--- src/rtl/alu_pkg.sv ---
// Shared types for the datapath ALU: operation select and NZCV flag bundle.
package alu_pkg;

    typedef enum logic [3:0] {
        ALU_ADD = 4'd0,
        ALU_SUB = 4'd1,
        ALU_AND = 4'd2,
        ALU_ORR = 4'd3,
        ALU_EOR = 4'd4
    } alu_op_t;

    typedef struct packed {
        logic n;
        logic z;
        logic c;
        logic v;
    } alu_flags_t;

endpackage

--- src/rtl/alu.sv ---
// 32-bit integer ALU with ARM-style NZCV flags; combinational result plus a
// registered copy for flag/forwarding logic one cycle later.
module alu
    import alu_pkg::*;
(
    input  logic        clk,
    input  logic        rst,
    input  alu_op_t     alu_opcode,
    input  logic [31:0] data_in1,
    input  logic [31:0] data_in2,
    output logic [31:0] data_out,
    output alu_flags_t  flags_out,
    output logic [31:0] data_out_q,
    output alu_flags_t  flags_out_q
);

    logic [32:0] sum;
    logic [31:0] result;
    logic        carry;
    logic        ovf;

    always_comb begin
        sum    = '0;
        result = '1;
        carry  = 1'b0;
        ovf    = 1'b0;
        case (alu_opcode)
            ALU_ADD: begin
                sum    = {1'b0, data_in1} + {1'b0, data_in2};
                result = sum[31:0];
                carry  = sum[32];
                ovf    = (data_in1[31] == data_in2[31]) && (result[31] != data_in1[31]);
            end
            ALU_SUB: begin
                // A + ~B + 1: carry out of bit 32 is the inverted borrow
                sum    = {1'b0, data_in1} + {1'b0, ~data_in2} + 33'd1;
                result = sum[31:0];
                carry  = sum[32];
                ovf    = (data_in1[31] != data_in2[31]) && (result[31] != data_in1[31]);
            end
            ALU_AND: result = data_in1 & data_in2;
            ALU_ORR: result = data_in1 | data_in2;
            ALU_EOR: result = data_in1 ^ data_in2;
            default: result = '1;
        endcase
    end

    assign data_out    = result;
    assign flags_out.n = result[31];
    assign flags_out.z = (result == '0);
    assign flags_out.c = carry;
    assign flags_out.v = ovf;

    always_ff @(posedge clk) begin
        if (rst) begin
            data_out_q  <= '0;
            flags_out_q <= '0;
        end else begin
            data_out_q  <= data_out;
            flags_out_q <= flags_out;
        end
    end

endmodule

--- config.mk ---
export PLATFORM = sky130hd
export DESIGN_NAME = alu
export DESIGN_NICKNAME = d
export VERILOG_FILES = /design/src/rtl/alu_pkg.sv /design/src/rtl/alu.sv
export SDC_FILE = /design/constraint.sdc
export NUM_CORES = 1
export LEC_CHECK = 0
export ABC_AREA = 1
export ABC_CLOCK_PERIOD_IN_PS = 2600
export BUFFER_PORTS_ARGS = -buffer_cell sky130_fd_sc_hd__buf_2
export CAP_MARGIN = 10
export CORE_ASPECT_RATIO = 0.6
export CORE_MARGIN = 2
export CORE_UTILIZATION = 54
export CTS_BUF_LIST = sky130_fd_sc_hd__clkbuf_8
export DETAILED_ROUTE_END_ITERATION = 12
export HOLD_SLACK_MARGIN = 0.08
export PLACE_DENSITY = 0.9
export SYNTH_ARGS = -nofsm -noshare
export SYNTH_HDL_FRONTEND = slang
export SYNTH_SLANG_ARGS = --single-unit
--- constraint.sdc ---
create_clock -name clk -period 2.6 [get_ports clk]
set_clock_uncertainty 0.2 [all_clocks]
set_input_delay 0.39 -clock clk [delete_from_list [all_inputs] [get_ports clk]]
set_output_delay 0.39 -clock clk [all_outputs]
set_load 0.01 [all_outputs]
==> impl_results.html, run 1 <==
<table>
<tr><th>Metric</th><th>Value</th></tr>
<tr><th colspan="2">GRT</th></tr>
<tr><td>Pin count of the biggest net entering global routing</td><td>23</td></tr>
<tr><td>First-pass GRT wire length</td><td>95130 um</td></tr>
<tr><td>Sum of overflow across all layers after global routing</td><td>85</td></tr>
<tr><td>Number of global-route vias before repair</td><td>16200</td></tr>
<tr><td>Total routing resource utilization after global routing</td><td>0.7801</td></tr>
<tr><th colspan="2">Floorplanning</th></tr>
<tr><td>Starting Density</td><td>0.5580</td></tr>
<tr><td>Count of standard-cell rows</td><td>34</td></tr>
<tr><td>Die X-Extent</td><td>162.8 um</td></tr>
<tr><td>Number of I/O pins</td><td>142</td></tr>
<tr><td>Floorplan die height</td><td>approximately 100 um</td></tr>
<tr><th colspan="2">Synthesis</th></tr>
<tr><td>Fraction of synthesis flops using an asynchronous set or reset pin</td><td>0</td></tr>
<tr><td>Number of cells produced by synthesis</td><td>around 1500</td></tr>
<tr><td>Synth Cell Area</td><td>0.008165 mm2</td></tr>
<tr><td>Share of synthesized area occupied by flip-flops and latches</td><td>0.08581</td></tr>
<tr><td>Cell variety after synth</td><td>49</td></tr>
<tr><td>EDFF count, synth</td><td>0</td></tr>
<tr><td>Yosys reg bits</td><td>35</td></tr>
<tr><td>Primary FF master, synth</td><td>dfxtp_1</td></tr>
<tr><td>Syn nets</td><td>1669</td></tr>
<tr><td>Mapped Avg Cell Area</td><td>5.469 um2</td></tr>
<tr><td>Total number of yosys warnings</td><td>0</td></tr>
<tr><th colspan="2">CTS</th></tr>
<tr><td>Total of hold buffers inserted after clock tree synthesis</td><td>0</td></tr>
<tr><td>Clock root buffer</td><td>clkbuf_8</td></tr>
<tr><td>Clock sink total</td><td>35</td></tr>
<tr><td>Number of buffers added by the clock tree synthesis step</td><td>5</td></tr>
<tr><td>Maximum clock insertion buffer count</td><td>2</td></tr>
<tr><td>Htree depth</td><td>2</td></tr>
<tr><th colspan="2">Placed design</th></tr>
<tr><td># port buffers</td><td>141</td></tr>
<tr><td>HPWL after detailed placement</td><td>29120 um</td></tr>
<tr><td>Worst slack at placement</td><td>-883.0 ps</td></tr>
<tr><td>Cells after DPL</td><td>roughly 2000</td></tr>
<tr><td>Placer congestion estimate</td><td>roughly 1.2</td></tr>
<tr><th colspan="2">Outcome</th></tr>
<tr><td>Run status</td><td>aborted with a tool error</td></tr>
<tr><td>Stop Error</td><td>[ERROR GRT-0116] Global routing finished with congestion. Check the congestion regions in the DRC Viewer.</td></tr>
<tr><td>Terminating stage of the flow</td><td>global routing</td></tr>
</table>
-- layer usage --
metal,GRT overflow,GRT usage
met2,45,0.9012
met5,0,0.4333
met4,29,0.7440
met3,3,0.7027
met1,8,0.7755
-- synthesized netlist by cell type (5+ instances only) --
cell type / instances / area, um2
nor3_2: 5 / 50.05
buf_4: 16 / 120.1
o22ai_1: 20 / 125.1
a31oi_1: 6 / 37.54
inv_1: 329 / 1235
o21bai_1: 5 / 37.54
and2_1: 5 / 31.28
o21ai_0: 37 / 185.2
a221oi_1: 7 / 61.31
nor3_1: 12 / 60.06
nand4_1: 24 / 150.1
nand3_2: 11 / 110.1
ha_1: 104 / 1301
a211oi_1: 14 / 105.1
dfxtp_1: 35 / 700.7
a21oi_1: 50 / 250.2
nand2_2: 20 / 125.1
nor2_1: 106 / 397.9
nor2_2: 22 / 137.6
inv_2: 9 / 33.78
buf_2: 11 / 55.05
nand3_1: 143 / 715.7
nand2_1: 455 / 1708
buf_6: 12 / 135.1
-- cells by family after synthesis --
logic type | count (synthesis) | share of synthesized area
buf+inv | 389 | 0.2018
compound gates | 149 | 0.1088
fa+ha+maj | 106 | 0.1643
simple gates | 812 | 0.4372
flops | 35 | 0.08581
xor+xnor | 2 | 0.002146
-- through the flow --
stage	instance area (um2)	hold slack (ps)	setup TNS (ps)	utilization
2_1_floorplan	8275	259.4	-227.3	-
4_1_cts	13020	259.2	-5570	0.8895
3_5_place_dp	10960	549.4	-16360	0.7486
3_3_place_gp	10960	551.1	-11510	0.7486
-- repair_timing --
item,CTS
gates resized for setup,413
setup buffers,62
pin swaps,128
setup endpoints to repair,35
==> inputs of run 2 (changes only) <==
==> config.mk (replaced) <==
export PLATFORM = sky130hd
export DESIGN_NAME = alu
export DESIGN_NICKNAME = d
export VERILOG_FILES = /design/src/rtl/alu_pkg.sv /design/src/rtl/alu.sv
export SDC_FILE = /design/constraint.sdc
export NUM_CORES = 1
export LEC_CHECK = 0
export ABC_AREA = 1
export ABC_CLOCK_PERIOD_IN_PS = 3400
export BUFFER_PORTS_ARGS = -buffer_cell sky130_fd_sc_hd__buf_2
export CAP_MARGIN = 10
export CORE_MARGIN = 2
export CORE_UTILIZATION = 40
export DETAILED_ROUTE_END_ITERATION = 12
export PLACE_DENSITY_LB_ADDON = 0.15
export SYNTH_ARGS = -nofsm -noshare
export SYNTH_HDL_FRONTEND = slang
export SYNTH_SLANG_ARGS = --single-unit
==> constraint.sdc (replaced) <==
create_clock -name clk -period 3.4 [get_ports clk]
set_clock_uncertainty 0.2 [all_clocks]
set_input_delay 0.51 -clock clk [delete_from_list [all_inputs] [get_ports clk]]
set_output_delay 0.51 -clock clk [all_outputs]
set_load 0.01 [all_outputs]
==> impl_results.html, run 2 <==
<table>
<tr><th>Metric</th><th>Value</th></tr>
<tr><th colspan="2">Finish</th></tr>
<tr><td>Share of post-route cells with drive strength above 1</td><td>0.4241</td></tr>
<tr><td>Register bank with the most flops</td><td>data_out_q</td></tr>
<tr><td>Max FFs per register</td><td>32</td></tr>
<tr><td>Total number of nets in the final design</td><td>around 2100</td></tr>
<tr><td>Commonest non-fill, non-tap cell in the layout</td><td>nand2_1</td></tr>
<tr><td>Diode insertion count for antenna repair</td><td>0</td></tr>
<tr><td>Largest registers</td><td>data_out_q: 32 flops, flags_out_q: 3 flops</td></tr>
<tr><td>Commonest cells after routing, fill and taps aside</td><td>nand2_1 (385), buf_4 (328), inv_1 (286)</td></tr>
<tr><td>Layout overhead on the synthesized area</td><td>58.90%</td></tr>
<tr><td>Filler cell count in the final layout</td><td>1975</td></tr>
<tr><th colspan="2">Synthesis</th></tr>
<tr><td>Most numerous cell types in the synthesized netlist</td><td>nand2_1 (455), inv_1 (329), nand3_1 (143) (unchanged)</td></tr>
<tr><td>Leading cell type by number of instances after synthesis</td><td>nand2_1 (unchanged)</td></tr>
<tr><td>Fraction of post-synthesis cell area in the top cell type by area</td><td>0.2092 (unchanged)</td></tr>
<tr><td>EDFF count, synth</td><td>0 (unchanged)</td></tr>
<tr><td>Synth Cell Area</td><td>0.008165 mm2 (unchanged)</td></tr>
<tr><td>Fraction of synthesis flops using an asynchronous set or reset pin</td><td>0 (unchanged)</td></tr>
<tr><td>Total number of yosys warnings</td><td>0 (unchanged)</td></tr>
<tr><td>Number of cells produced by synthesis</td><td>1493 (unchanged)</td></tr>
<tr><td>Cell taking the most area after synthesis</td><td>nand2_1 (unchanged)</td></tr>
<tr><td>Syn nets</td><td>1669 (unchanged)</td></tr>
<tr><td>Mapped Avg Cell Area</td><td>5.469 um2 (unchanged)</td></tr>
<tr><td>Cell variety after synth</td><td>49 (unchanged)</td></tr>
<tr><td>Yosys reg bits</td><td>35 (unchanged)</td></tr>
<tr><td>Primary FF master, synth</td><td>dfxtp_1 (unchanged)</td></tr>
<tr><td>Leading cell types by total area after synthesis</td><td>nand2_1 (21%), ha_1 (16%), inv_1 (15%), nand3_1 (8.8%), dfxtp_1 (8.6%) (unchanged)</td></tr>
<tr><td>Share of synthesized area occupied by flip-flops and latches</td><td>0.08581 (unchanged)</td></tr>
<tr><th colspan="2">Worst setup path</th></tr>
<tr><td>Largest fanout on the critical path</td><td>3</td></tr>
<tr><td>Kind of end point of the critical path</td><td>output port</td></tr>
<tr><td>Start-to-end type of the worst setup path</td><td>in -&gt; out</td></tr>
<tr><td>Critical Path RT</td><td>2690 ps</td></tr>
<tr><td>CP arrival</td><td>2750 ps</td></tr>
<tr><td>Critical path launch point type</td><td>input port</td></tr>
<tr><th colspan="2">Timing</th></tr>
<tr><td>Count of endpoints failing setup in the final report</td><td>1</td></tr>
<tr><td>Crit path time final</td><td>3457 ps</td></tr>
<tr><td>Unrepaired setup endpoints after global routing</td><td>true</td></tr>
<tr><td>Worst-case setup margin in the final layout</td><td>-56.98 ps</td></tr>
<tr><td>Final hold violation count</td><td>0</td></tr>
<tr><td>Maximum clock frequency</td><td>289.3 MHz</td></tr>
<tr><td>Slew of the pin with the lowest slew margin</td><td>680.3 ps</td></tr>
<tr><td>Final number of max-transition violations</td><td>0</td></tr>
<tr><td>Share of the clock period used by the worst path</td><td>1.017</td></tr>
<tr><td>Worst-case headroom to the max-slew limit</td><td>0.5437</td></tr>
<tr><th colspan="2">Routing</th></tr>
<tr><td>Drt first pass iters</td><td>7</td></tr>
<tr><td>Total length of routed wires</td><td>35050 um</td></tr>
<tr><td>Final antenna-violating net count</td><td>0</td></tr>
<tr><td>Remaining DRCs</td><td>0</td></tr>
<tr><td>Number of vias in the routed layout</td><td>around 11000</td></tr>
<tr><td>Average wire length per cell after detail routing</td><td>15.88 um</td></tr>
<tr><td>Starting DRC count in detailed routing</td><td>758</td></tr>
<tr><td>Via density per instance</td><td>4.957</td></tr>
<tr><th colspan="2">Placed design</th></tr>
<tr><td>Placer congestion estimate</td><td>1.014 (was 1.167)</td></tr>
<tr><td># port buffers</td><td>141 (unchanged)</td></tr>
<tr><td>Worst slack at placement</td><td>-313.0 ps (was -883.0 ps)</td></tr>
<tr><td>HPWL after detailed placement</td><td>29040 um (was 29120 um)</td></tr>
<tr><th colspan="2">CTS</th></tr>
<tr><td>Clock-pin slew on the worst setup and hold paths</td><td>50 ps</td></tr>
<tr><td>Number of buffers added by the clock tree synthesis step</td><td>5 (unchanged)</td></tr>
<tr><td>Total of hold buffers inserted after clock tree synthesis</td><td>0 (unchanged)</td></tr>
<tr><td>Clock root buffer</td><td>clkbuf_16 (was clkbuf_8)</td></tr>
<tr><td>Clock sink total</td><td>35 (unchanged)</td></tr>
<tr><td>CTS tree</td><td>yes</td></tr>
<tr><td>Maximum clock insertion buffer count</td><td>2 (unchanged)</td></tr>
<tr><td>Htree depth</td><td>2 (unchanged)</td></tr>
<tr><th colspan="2">Floorplanning</th></tr>
<tr><td>Core outline area</td><td>0.02010 mm2</td></tr>
<tr><td>Floorplan die height</td><td>146.9 um (was 99.25 um)</td></tr>
<tr><td>Count of standard-cell rows</td><td>52 (was 34)</td></tr>
<tr><td>Die X-Extent</td><td>146.9 um (was 162.8 um)</td></tr>
<tr><td>Starting Density</td><td>0.4061 (was 0.5580)</td></tr>
<tr><td>Die footprint</td><td>around 0.022 mm2</td></tr>
<tr><td>Number of I/O pins</td><td>142 (unchanged)</td></tr>
<tr><th colspan="2">GRT</th></tr>
<tr><td>Total routing resource utilization after global routing</td><td>0.3143</td></tr>
<tr><td>Sum of overflow across all layers after global routing</td><td>0</td></tr>
<tr><td>First-pass GRT wire length</td><td>approximately 53000 um</td></tr>
<tr><td>Number of global-route vias before repair</td><td>10080</td></tr>
<tr><td>Initial antenna violation count</td><td>0</td></tr>
<tr><td>Pin count of the biggest net entering global routing</td><td>30</td></tr>
<tr><th colspan="2">Power</th></tr>
<tr><td>Leakage component of the power</td><td>7.328 nW</td></tr>
<tr><td>Peak supply drop</td><td>around 0.00016 V</td></tr>
<tr><td>Ratio of total power to cell area</td><td>about 220 mW/mm2</td></tr>
<tr><td>Tot Pwr</td><td>2.870 mW</td></tr>
<tr><th colspan="2">Outcome</th></tr>
<tr><td>Failing checks</td><td>setup timing</td></tr>
<tr><td>Run status</td><td>finished, violations left (was aborted with a tool error)</td></tr>
<tr><th colspan="2">Worst hold path</th></tr>
<tr><td>Class of the worst hold path</td><td>in -&gt; reg</td></tr>
<tr><th colspan="2">Job</th></tr>
<tr><td>Number of violations of the max-capacitance limit</td><td>0</td></tr>
</table>
## run 2: cell counts after synthesis
No cell type changed its count.
## run 2: logic make-up (layout without fill, tap and decap cells)
family | after synthesis | in the layout | share of synthesized area
xor gates and xnor gates | 2 | 2 | 0.002146
AOI/OAI and AO/OA | 149 | 149 | 0.1088
DFF | 35 | 35 | 0.08581
and+or+nand+nor | 812 | 812 | 0.4372
adders and majority gates | 106 | 106 | 0.1643
buffers and inverters | 389 | 834 | 0.2018
## run 2: worst paths after layout
kind	startpoint	endpoint	slack, ps	cells after the start
worst min-delay path	rst	data_out_q[2]$_SDFF_PP0_	400	2
worst max-delay path	data_in1[0]	flags_out[2]	-60	20
## run 2: area by class of cell
class / instances / area, um2 / share of cell area
Multi-Input combinational cell: 1069 / 7063 / 0.5444
Timing Repair Buffer: 486 / 3446 / 0.2656
Inverter: 340 / 1290 / 0.09942
Sequential cell: 35 / 700.7 / 0.05400
Tap cell: 270 / 337.8 / 0.02604
Clock buffer: 7 / 132.6 / 0.01022
Clock inverter: 1 / 5.005 / 0.0003857
## run 2: power by group
part | switching [mW] | leakage, nW | internal, mW | total (mW)
Clock | 0.149 | 0.0679 | 0.270 | 0.419
Sequential | 0.00665 | 0.293 | 0.443 | 0.450
Combinational | 1.13 | 6.97 | 0.871 | 2.00
Total | 1.29 | 7.33 | 1.58 | 2.87
## run 2: through the flow
stage | TNS, ps | instance area, um2 | hold slack [ps] | utilization | cells
global placement | -579.1 | 11240 | 682.8 | 0.5592 | 2165
detailed placement | -544.6 | 11240 | 697.2 | 0.5592 | 2165
finish | -56.98 | 12970 | 399.3 | 0.6454 | 2208
floorplan | 0 | 8165 | 379.4 | - | 1493
CTS | 0 | 12300 | 413.2 | 0.6120 | 2190
global route | -507.1 | 12970 | 422.7 | 0.6454 | 2208
## run 2: routing by layer
metal / global-route usage / up-vias / part of all wire
met2: 0.5162 / 462 / 0.45
met3: 0.04845 / 66 / 0.086
met4: 0.09466 / 0 / 0.031
li1: - / 5490 / -
met5: 0 / - / 0
met1: 0.4252 / 4926 / 0.44
## run 2: worst max-delay path, cell delays in order
cell,delay [ps]
buf_6,110
inv_4,60
ha_4,130
inv_4,40
fa_2,410
nand2_4,110
buf_6,100
nand2_4,40
nand4_1,110
nand2_2,120
nand2_2,90
nand4_1,80
nand3_1,130
nand3_2,150
nor2_1,130
nand2_1,80
nor2_2,100
nand3_2,100
inv_2,70
buf_6,90
## run 2: what timing repair did
item,CTS,global route
endpoints found under the setup margin,4,9
hold endpoints to repair,0,0
setup buffers,17,19
pin swaps,54,75
resized for setup,192,158
No activity file was read; power rests on OpenSTA's default activity.
